[src/rtl/sd_save_sched_pkg.sv]
// Shared widths and a sizing helper for the SD image-save sequencer.
package sd_save_sched_pkg;

    localparam int ADDR_W = 32;
    localparam int SLOT_W = 3;

    // Bits needed to hold every value from 0 up to max_val inclusive.
    function automatic int cnt_width(input int max_val);
        return (max_val < 2) ? 1 : $clog2(max_val + 1);
    endfunction

endpackage

[src/rtl/sd_save_sched_if.sv]
// Handshake between the save sequencer, the write FIFO fill level and the SPI sector-write engine.
interface sd_save_sched_if #(
    parameter int FIFO_LEN_W = 10
) ();
    import sd_save_sched_pkg::*;

    logic [FIFO_LEN_W-1:0] fifo_len;
    logic                  fifo_rd_en;
    logic                  wr_start_en;
    logic [ADDR_W-1:0]     wr_sec_addr;
    logic                  wr_busy;
    logic                  wr_req;

    modport master (
        input  fifo_len,
        input  wr_busy,
        input  wr_req,
        output fifo_rd_en,
        output wr_start_en,
        output wr_sec_addr
    );

    modport slave (
        output fifo_len,
        output wr_busy,
        output wr_req,
        input  fifo_rd_en,
        input  wr_start_en,
        input  wr_sec_addr
    );

endinterface

[src/rtl/sd_save_sched_sec_timer.sv]
// Per-sector watchdog: loaded at sector launch, counts down while enabled, flags expiry.
module sd_sec_timer
    import sd_save_sched_pkg::*;
#(
    parameter int TIMEOUT = 2_400_000
) (
    input  logic clk,
    input  logic rst_n,
    input  logic load,
    input  logic en,
    output logic expired
);

    localparam int W = cnt_width(TIMEOUT);

    logic [W-1:0] cnt_q;
    logic [W-1:0] cnt_d;

    // Loaded with TIMEOUT-1 so expiry fires on the TIMEOUT-th enabled cycle.
    always_comb begin
        cnt_d = cnt_q;
        if (load) begin
            cnt_d = W'(TIMEOUT - 1);
        end else if (en && (cnt_q != '0)) begin
            cnt_d = cnt_q - W'(1);
        end
    end

    always_ff @(posedge clk or negedge rst_n) begin
        if (!rst_n) begin
            cnt_q <= '0;
        end else begin
            cnt_q <= cnt_d;
        end
    end

    assign expired = en && (cnt_q == '0);

endmodule

[src/rtl/sd_save_sched.sv]
// Sequences one image save into consecutive SD sectors: waits for a sector of buffered
// data, launches the sector write, gates FIFO reads, and rotates images through card slots.
module sd_save_sched
    import sd_save_sched_pkg::*;
#(
    parameter int START_SECTOR      = 16640,
    parameter int SECTORS_PER_IMAGE = 1200,
    parameter int IMAGE_SLOTS       = 8,
    parameter int SECTOR_WORDS      = 256,
    parameter int FIFO_LEN_W        = 10,
    parameter int TIMEOUT           = 2_400_000
) (
    input  logic              sys_clk,
    input  logic              sys_rst_n,
    input  logic              sd_init_done,
    input  logic              save_req,
    sd_save_sched_if.master   eng,
    output logic              busy,
    output logic              image_done,
    output logic [SLOT_W-1:0] slot_idx,
    output logic              err
);

    localparam int SEC_W  = cnt_width(SECTORS_PER_IMAGE - 1);
    localparam int WORD_W = cnt_width(SECTOR_WORDS);

    localparam logic [2:0] S_IDLE         = 3'd0;
    localparam logic [2:0] S_WAIT_DATA    = 3'd1;
    localparam logic [2:0] S_ISSUE        = 3'd2;
    localparam logic [2:0] S_WAIT_BUSY_HI = 3'd3;
    localparam logic [2:0] S_XFER         = 3'd4;
    localparam logic [2:0] S_NEXT         = 3'd5;
    localparam logic [2:0] S_DONE         = 3'd6;
    localparam logic [2:0] S_ERR          = 3'd7;

    localparam logic [FIFO_LEN_W:0] SEC_WORDS_F = (FIFO_LEN_W + 1)'(SECTOR_WORDS);
    localparam logic [ADDR_W-1:0]   BASE_START  = ADDR_W'(START_SECTOR);
    localparam logic [ADDR_W-1:0]   BASE_STEP   = ADDR_W'(SECTORS_PER_IMAGE);

    logic [2:0]            state_q,     state_d;
    logic                  save_dly_q,  save_dly_d;
    logic                  save_pls_q,  save_pls_d;
    logic [SEC_W-1:0]      sec_cnt_q,   sec_cnt_d;
    logic [WORD_W-1:0]     word_cnt_q,  word_cnt_d;
    logic [ADDR_W-1:0]     slot_base_q, slot_base_d;
    logic [SLOT_W-1:0]     slot_idx_q,  slot_idx_d;
    logic [ADDR_W-1:0]     sec_addr_q,  sec_addr_d;
    logic                  busy_q,      busy_d;
    logic                  err_q,       err_d;

    logic [FIFO_LEN_W-1:0] fifo_len_w;
    logic                  data_ready;
    logic                  rd_en;
    logic                  abort;
    logic                  tmr_load;
    logic                  tmr_en;
    logic                  tmr_expired;

    assign fifo_len_w = eng.fifo_len;
    assign data_ready = {1'b0, fifo_len_w} >= SEC_WORDS_F;

    // Reads stop at a full sector; surplus engine requests are simply not serviced.
    assign rd_en = (state_q == S_XFER) && eng.wr_req &&
                   (word_cnt_q < WORD_W'(SECTOR_WORDS));

    assign abort = !sd_init_done &&
                   (state_q inside {S_WAIT_DATA, S_ISSUE, S_WAIT_BUSY_HI, S_XFER, S_NEXT});

    assign tmr_load = (state_q == S_ISSUE);
    assign tmr_en   = (state_q == S_WAIT_BUSY_HI) || (state_q == S_XFER);

    sd_sec_timer #(
        .TIMEOUT (TIMEOUT)
    ) u_sec_timer (
        .clk     (sys_clk),
        .rst_n   (sys_rst_n),
        .load    (tmr_load),
        .en      (tmr_en),
        .expired (tmr_expired)
    );

    always_comb begin
        state_d     = state_q;
        save_dly_d  = save_req;
        save_pls_d  = save_req && !save_dly_q;
        sec_cnt_d   = sec_cnt_q;
        word_cnt_d  = word_cnt_q;
        slot_base_d = slot_base_q;
        slot_idx_d  = slot_idx_q;
        sec_addr_d  = sec_addr_q;
        busy_d      = busy_q;
        err_d       = err_q;

        if (rd_en) begin
            word_cnt_d = word_cnt_q + WORD_W'(1);
        end

        case (state_q)
            S_IDLE: begin
                if (save_pls_q && sd_init_done) begin
                    state_d   = S_WAIT_DATA;
                    sec_cnt_d = '0;
                    err_d     = 1'b0;
                    busy_d    = 1'b1;
                end
            end
            S_WAIT_DATA: begin
                // Address is captured here so it is already valid alongside the start pulse.
                if (data_ready) begin
                    state_d    = S_ISSUE;
                    sec_addr_d = slot_base_q + ADDR_W'(sec_cnt_q);
                end
            end
            S_ISSUE: begin
                word_cnt_d = '0;
                state_d    = S_WAIT_BUSY_HI;
            end
            S_WAIT_BUSY_HI: begin
                if (eng.wr_busy) begin
                    state_d = S_XFER;
                end
            end
            S_XFER: begin
                if (!eng.wr_busy) begin
                    state_d = S_NEXT;
                end
            end
            S_NEXT: begin
                if (sec_cnt_q == SEC_W'(SECTORS_PER_IMAGE - 1)) begin
                    state_d = S_DONE;
                    busy_d  = 1'b0;
                    if (slot_idx_q == SLOT_W'(IMAGE_SLOTS - 1)) begin
                        slot_idx_d  = '0;
                        slot_base_d = BASE_START;
                    end else begin
                        slot_idx_d  = slot_idx_q + SLOT_W'(1);
                        slot_base_d = slot_base_q + BASE_STEP;
                    end
                end else begin
                    sec_cnt_d = sec_cnt_q + SEC_W'(1);
                    state_d   = S_WAIT_DATA;
                end
            end
            S_DONE: begin
                state_d = S_IDLE;
            end
            S_ERR: begin
                state_d = S_IDLE;
            end
            default: begin
                state_d = S_IDLE;
            end
        endcase

        // Card loss or a stalled engine overrides any normal progression.
        if (abort || tmr_expired) begin
            state_d = S_ERR;
            err_d   = 1'b1;
            busy_d  = 1'b0;
        end
    end

    always_ff @(posedge sys_clk or negedge sys_rst_n) begin
        if (!sys_rst_n) begin
            state_q     <= S_IDLE;
            save_dly_q  <= 1'b0;
            save_pls_q  <= 1'b0;
            sec_cnt_q   <= '0;
            word_cnt_q  <= '0;
            slot_base_q <= BASE_START;
            slot_idx_q  <= '0;
            sec_addr_q  <= '0;
            busy_q      <= 1'b0;
            err_q       <= 1'b0;
        end else begin
            state_q     <= state_d;
            save_dly_q  <= save_dly_d;
            save_pls_q  <= save_pls_d;
            sec_cnt_q   <= sec_cnt_d;
            word_cnt_q  <= word_cnt_d;
            slot_base_q <= slot_base_d;
            slot_idx_q  <= slot_idx_d;
            sec_addr_q  <= sec_addr_d;
            busy_q      <= busy_d;
            err_q       <= err_d;
        end
    end

    assign eng.fifo_rd_en  = rd_en;
    assign eng.wr_start_en = (state_q == S_ISSUE);
    assign eng.wr_sec_addr = sec_addr_q;
    assign busy            = busy_q;
    assign image_done      = (state_q == S_DONE);
    assign slot_idx        = slot_idx_q;
    assign err             = err_q;

endmodule

[src/flat_wrapper.sv]
// flat-port wrapper written by rule: the top's interface ports become plain ports
module sd_save_sched_flat import sd_save_sched_pkg::*;
#(
    parameter int START_SECTOR      = 16640,
    parameter int SECTORS_PER_IMAGE = 1200,
    parameter int IMAGE_SLOTS       = 8,
    parameter int SECTOR_WORDS      = 256,
    parameter int FIFO_LEN_W        = 10,
    parameter int TIMEOUT           = 2_400_000
)
  (sys_clk, sys_rst_n, sd_init_done, save_req, busy, image_done, slot_idx, err, eng_fifo_len, eng_wr_busy, eng_wr_req, eng_fifo_rd_en, eng_wr_start_en, eng_wr_sec_addr);
  sd_save_sched_if #(.FIFO_LEN_W(FIFO_LEN_W)) eng_i ();
  input  logic sys_clk;
  input  logic sys_rst_n;
  input  logic sd_init_done;
  input  logic save_req;
  output logic busy;
  output logic image_done;
  output logic [SLOT_W-1:0] slot_idx;
  output logic err;
  input wire logic [$bits(eng_i.fifo_len)-1:0] eng_fifo_len;
  input wire logic [$bits(eng_i.wr_busy)-1:0] eng_wr_busy;
  input wire logic [$bits(eng_i.wr_req)-1:0] eng_wr_req;
  output wire logic [$bits(eng_i.fifo_rd_en)-1:0] eng_fifo_rd_en;
  output wire logic [$bits(eng_i.wr_start_en)-1:0] eng_wr_start_en;
  output wire logic [$bits(eng_i.wr_sec_addr)-1:0] eng_wr_sec_addr;
  assign eng_i.fifo_len = eng_fifo_len;
  assign eng_i.wr_busy = eng_wr_busy;
  assign eng_i.wr_req = eng_wr_req;
  assign eng_fifo_rd_en = eng_i.fifo_rd_en;
  assign eng_wr_start_en = eng_i.wr_start_en;
  assign eng_wr_sec_addr = eng_i.wr_sec_addr;
  sd_save_sched #(.START_SECTOR(START_SECTOR), .SECTORS_PER_IMAGE(SECTORS_PER_IMAGE), .IMAGE_SLOTS(IMAGE_SLOTS), .SECTOR_WORDS(SECTOR_WORDS), .FIFO_LEN_W(FIFO_LEN_W), .TIMEOUT(TIMEOUT)) u_core (.sys_clk(sys_clk), .sys_rst_n(sys_rst_n), .sd_init_done(sd_init_done), .save_req(save_req), .eng(eng_i), .busy(busy), .image_done(image_done), .slot_idx(slot_idx), .err(err));
endmodule
[config.mk]
export PLATFORM = sky130hd
export DESIGN_NAME = sd_save_sched_flat
export DESIGN_NICKNAME = d
export VERILOG_FILES = /design/src/rtl/sd_save_sched_pkg.sv /design/src/rtl/sd_save_sched_if.sv /design/src/rtl/sd_save_sched_sec_timer.sv /design/src/rtl/sd_save_sched.sv /design/src/flat_wrapper.sv
export SDC_FILE = /design/constraint.sdc
export NUM_CORES = 1
export LEC_CHECK = 0
export ABC_AREA = 0
export CELL_PAD_IN_SITES_DETAIL_PLACEMENT = 1
export CELL_PAD_IN_SITES_GLOBAL_PLACEMENT = 1
export CORE_MARGIN = 3
export CORE_UTILIZATION = 45
export DETAILED_ROUTE_END_ITERATION = 12
export MAX_ROUTING_LAYER = met4
export PLACE_DENSITY_LB_ADDON = 0.1
export SETUP_SLACK_MARGIN = 0.05
export SLEW_MARGIN = 10
export SYNTH_ARGS = -nofsm -noshare
export SYNTH_HDL_FRONTEND = slang
export SYNTH_SLANG_ARGS = --single-unit
[constraint.sdc]
create_clock -name sys_clk -period 3.25 [get_ports sys_clk]
set_input_delay 0.65 -clock sys_clk [delete_from_list [all_inputs] [get_ports sys_clk]]
set_output_delay 0.65 -clock sys_clk [all_outputs]
set_load 0.02 [all_outputs]
==> reports/metrics.cfg, run 1 <==
[routing]
drtIter0Drc = 264
num_vias = 5184
met2WireLength_mm = 8.110
routed_wirelength_mm = 15.96
top_layer = met4
drc = 0
wl_per_cell_um = 18.36
first_pass_iters = 4
drt-met1-wl_mm = 7.160
met3_length_um = 586
postRouteAntennaNets = 0
vias_per_cell = 5.965

[sta]
setup-violations-final = 0
finalMaxSlewViolations = 0
fin_crit_sh_pct = 93.94
clock_skew_ps = 4.919
max_slew_margin_pct = 47.78
hold_violations = 0
tns_ps = 0
max_freq_mhz = 327.5
worst_pin_slew_ps = 779.7
fin_crit_ps = 3053
worst_slack_ps = 196.8
rsz0062_at_grt = false

[die]
start_util_pct = 46.77
die_area_um2 = 14750
core_area_um2 = 12820
die_w_um = 121.5
die_y_um = 121.5
num_rows = 41
boundaryPins = 56

[layout]
syn2layout_area_growth_pct = 15.96
nNetsFinal = 722
utilization_pct = 54.23
antenna_cells = 0
drive_gt1_share_pct = 7.317
final_area_um2 = 6955

[clock_tree]
cts.path.max_buffers = 2
clk_latency_ps = 350
numClockSinks = 112
cts_setup_buffers = 0
cts_resized = 0
cts_tree = yes
cts_root_buf = clkbuf_16
numCtsBuffers = 9
htree_levels = 3
clk_pin_slew_ps = 70
holdBufCountCts = 0

[setup_path]
cp-start-kind = flop
critPathBufInv = 1
worstPathArrival_ps = 2400
worst-setup-path-type = reg2out
crit_required_ps = 2600
cp-end-kind = primary output
crit_fanout = 12
cpPeakStageDelay_ps = 650
cpMaxStageDelayCell = clkdlybuf4s50_1
path_cells = or3b_2 > nor3b_2 > clkdlybuf4s50_1
worst_path_dominant_cell_family = simple AND/OR/NAND/NOR gates

[grt]
grt_max_degree = 48
antenna_found_initial = 0
grt_pass1_wl_mm = 26.66
overflow = 0
grt_pass1_vias = 5374
grt_util_all_layers_pct = 23.08

[pwr]
power-per-cell-area_nw_per_um2 = 531.0
max-vdd-ir-drop_uv = 409.2
total_leakage_power_uw = 0.002840

[placed_design]
place_area_um2 = 6688
hpwl_mm = 11.34
pre_cts_ws_ps = 535.3
place.gp.congestion = 0.8446
portBuffers = 47

[synth]
synth_ff_type = dfrtp_1
synth_edf_count = 0
netlist_instances = 650
synth_mux_area_share_pct = 1.544
syn_area_per_cell_um2 = 9.228
synth_compound_area_share_pct = 18.36
syn_area_um2 = 5998
yosysTopAreaCell = dfrtp_1
ys_seq_area_share_pct = 46.77
synth_top_family_by_area = simple AND/OR/NAND/NOR gates
synth-seq-cells = 112
synth_nets = 680
synthSimpleGateAreaFrac_pct = 22.61
yosysMostFrequentCell = dfrtp_1
synth_top_area_share_pct = 45.89
async_flop_share_pct = 100.0
yosys-top-cells-count = dfrtp_1 (110), nand2_1 (75), o21ai_0 (61)
synth_area_leaders = dfrtp_1 (46%), o21ai_0 (5.1%), nand2_1 (4.7%)
synth_fa_ha_area_share_pct = 2.920
synth-xor-area-share_pct = 4.380
yosys_warnings = 0
ys_types = 60

[worst_hold_path]
hp-class = in2async

[job]
maxCapViolCount = 0

[run_status]
outcome = finished, final reports clean

[area by class of cell]
cell class                 count  area, um2
tap                          172      215.2
timing repair buffer          63      600.6
multi-input combinational    488       2999
sequential                   112       2805
clock inverter                 3      17.52
clock buffer                  13      250.2
inverter                      18      67.56
fill                        1467       5869
[power breakdown]
group	internal, uW	switching (uW)
logic	367	588
clock network	541	506
registers	1530	163
[per-stage QoR]
stage / total power (uW) / hold slack (ps) / std cells
5_1_grt: 3924 / 331.2 / 869
3_3_place_gp: 2611 / 387.6 / 853
6_report: 3693 / 294.6 / 869
2_1_floorplan: 2295 / 354.4 / 650
3_5_place_dp: 2679 / 389.0 / 853
4_1_cts: 3732 / 313.6 / 869
[cells by family after synthesis]
group	after synthesis
AO/OA/AOI/OAI	177
multiplexers	9
AND/OR/NAND/NOR	258
adder cells (fa/ha/maj)	14
buffers and inverters	50
XOR/XNOR	30
flip-flops	112
[worst register-to-register path, cell delays in order (launching register included)]
cell	delay [ps]
dfrtp_1	430
or4_4	580
or4_4	590
or3_4	420
a221o_2	440
and2_1	160
[final timing paths]
kind                       cells after the start                                     from                                  to  slack, ps
max reg2reg                                    5  u_core.u_sec_timer.cnt_q[4]$_DFFE_PN0P_             u_core.busy$_DFFE_PN0P_        510
min in group sys_clk                           1              u_core.save_dly_q$_DFF_PN0_         u_core.save_pls_q$_DFF_PN0_        420
min                                            1                                sys_rst_n  u_core.slot_base_q[11]$_DFFE_PN0P_        290
max in group asynchronous                      2                                sys_rst_n   u_core.slot_base_q[8]$_DFFE_PN1P_       2160
max                                            3            u_core.state_q[2]$_DFFE_PN0P_                      eng_fifo_rd_en        200
min reg2reg                                    1              u_core.save_dly_q$_DFF_PN0_         u_core.save_pls_q$_DFF_PN0_        420
[flip-flops by register name, summed over array words and instances, names as in the netlist]
signal	count
u_core.busy	1
u_core.eng.wr_sec_addr	32
u_core.err	1
u_core.save_dly_q	1
u_core.save_pls_q	1
u_core.sec_cnt_q	11
u_core.slot_base_q	28
u_core.slot_idx	3
u_core.state_q	3
u_core.u_sec_timer.cnt_q	22
u_core.word_cnt_q	9
[cell usage in the layout, fill, tap and decap left out, types with 7 or more instances in the layout]
cell / n
dfrtp_1: 110
nand2_1: 75
o21ai_0: 61
clkdlybuf4s50_1: 46
nor2_1: 40
a21oi_1: 40
or3_1: 24
nand3_1: 22
xor2_1: 21
inv_1: 18
nand4_1: 16
nor3_1: 16
buf_4: 16
or4_1: 15
ha_1: 14
o2111ai_1: 13
o211ai_1: 12
o31ai_1: 10
and3_1: 9
xnor2_1: 9
a31oi_1: 9
clkbuf_16: 9
and4_1: 7
mux2i_1: 7
[per-layer routing]
layer,vias up,GRT usage [%]
met4,0,4.412
li1,2478,-
met3,8,5.408
met5,-,-
met2,85,38.69
met1,2613,28.93
(Power assumes the default switching activity.)
==> inputs of run 2 (changes only) <==
Clock period 3.25 ns to 2.9 ns, I/O delays scaled along.
==> run 2 against run 1 <==
  * Setup slack gained 46 ps
  * Die area is the same
  * Sequential power grew 10%
  * Register-to-register slack lost 230 ps
  * Non-clock buffer count grew 13
  * Clock-buffer cell count is the same
  * Clock skew grew 0.61 ps
  * First-iteration DRC count grew 12%
  * Critical endpoint is now eng_wr_start_en
  * Largest cell class unchanged
  * Highest routed layer unchanged
==> reports/metrics.cfg, run 2 (synthesized netlist as in run 1, its figures left out) <==
[setup_path]
worst-setup-path-type = reg2out
crit_fanout = 17
crit_required_ps = 2320
cp-end-kind = primary output
reg2reg_depth = 5
cp-startpoint = u_core.state_q[2]$_DFFE_PN0P_
path_cells = buf_4 > nor2_1 > nand2_1 > inv_1 > clkdlybuf4s50_1
cpPeakStageDelay_ps = 620
cpMaxStageDelayCell = clkdlybuf4s50_1
reg2reg_from = u_core.u_sec_timer.cnt_q[18]$_DFFE_PN0P_
worstPathArrival_ps = 2080
r2r_slack_ps = 280
timing.rr.end = u_core.busy$_DFFE_PN0P_
cp-start-kind = flop

[grt]
antenna_found_initial = 0
grt_pass1_vias = 5488
grt_pass1_wl_mm = 27.17
grtUsageMet2_pct = 40.28
grt_busiest_layer = met2
grt_max_degree = 62
grt_use_met3_pct = 2.890
met1_usage_pct = 29.35
overflow = 0
grt_util_all_layers_pct = 23.49

[die]
die_w_um = 121.5
num_rows = 41
die_area_um2 = 14750
core_area_um2 = 12820
boundaryPins = 56
start_util_pct = 46.77
die_y_um = 121.5

[sta]
hold_violations = 0
setup-violations-final = 0
clock_skew_ps = 5.527
tns_ps = 0
rsz0062_at_grt = false
fin_crit_ps = 2657
max_freq_mhz = 376.3
max_slew_margin_pct = 55.80
finalMaxSlewViolations = 0
fin_crit_sh_pct = 91.63
worst_pin_slew_ps = 646.3
hold_ws_ps = 156.6
worst_slack_ps = 242.7

[placed_design]
place.gp.congestion = 0.8433
portBuffers = 47
pre_cts_ws_ps = 286.2
place_area_um2 = 6785
hpwl_mm = 11.85

[job]
maxCapViolCount = 0

[clock_tree]
numClockSinks = 112
numCtsBuffers = 9
htree_levels = 3
cts_tree = yes
cts_root_buf = clkbuf_16
clk_pin_slew_ps = 70
cts.path.max_buffers = 2
clk_latency_ps = 350

[routing]
postRouteAntennaNets = 0
wl_per_cell_um = 18.47
drc = 0
routed_wirelength_mm = 16.29
first_pass_iters = 4
vias_per_cell = 5.967
num_vias = 5263
drtIter0Drc = 295

[layout]
multi_input_area_um2 = 2999
largest_register_ff_count = 32
antenna_cells = 0
fillers = 1501
syn2layout_area_growth_pct = 18.17
layout_common_cells = dfrtp_1 (110), nand2_1 (75), o21ai_0 (61)
final_common_cell = dfrtp_1
nNetsFinal = 735
drive_gt1_share_pct = 9.155
seqCellArea_um2 = 2805
final_area_um2 = 7088

[pwr]
max-vdd-ir-drop_uv = 396.8
power-per-cell-area_nw_per_um2 = 604.8
total_leakage_power_uw = 0.002938
p_total_uw = 4287

[worst_hold_path]
hp-class = in2async

[run_status]
outcome = finished, final reports clean

[run 2: cell types whose count changed in the layout (fill, tap and decap cells not counted), sizes merged]
cell	before	now
buf	17	30
bufinv	0	1
clkdlybuf4s50	46	45
clkinvlp	1	0
dlymetal6s2s	0	1
[run 2: final cells by class]
cell class                 instances  area share (%)
multi-input combinational        488           42.31
sequential                       112           39.58
timing repair buffer              76           9.885
clock buffer                      13           3.672
tap                              172           3.036
inverter                          18          0.9532
clock inverter                     3          0.5649
[run 2: per-stage QoR]
stage          utilization, %  instances
2_1_floorplan               -        650
3_3_place_gp            52.91        866
3_5_place_dp            52.91        866
4_1_cts                 55.25        882
5_1_grt                 55.27        882
6_report                55.27        882
[run 2: critical path: cells and delay by family, from the launching register on]
family        cells  cell delay (ps)
flops             1              430
simple gates      2              380
buf+inv           3              920
[run 2: layer usage]
layer | part of all wire, % | vias to the layer above
met5 | 0 | -
met4 | 1.2 | 0
met3 | 2.6 | 13
met2 | 51 | 65
met1 | 45 | 2676
li1 | - | 2509
[run 2: report_power, final]
part | switching, uW | internal (uW) | total (uW)
combinational | 690 | 444 | 1130
clock | 574 | 717 | 1290
sequential | 150 | 1710 | 1860
total | 1410 | 2870 | 4290
[run 2: timing repair]
item | CTS | global route
setup buffers | 0 | 0
setup endpoints to repair | 0 | 1
hold buffers | 0 | 0
resized for setup | 0 | 1
[run 2: how the worst max path moves through the flow]
| stage | end | slack (ps) | cells past startpoint |
|---|---|---|---|
| after floorplan | u_core.busy$_DFFE_PN0P_ | 190 | 7 |
| after global placement | u_core.busy$_DFFE_PN0P_ | 300 | 5 |
| after detailed placement | u_core.busy$_DFFE_PN0P_ | 290 | 5 |
| after CTS | eng_fifo_rd_en | 70 | 3 |
| after global routing | eng_wr_start_en | 100 | 5 |
| final | eng_wr_start_en | 240 | 5 |
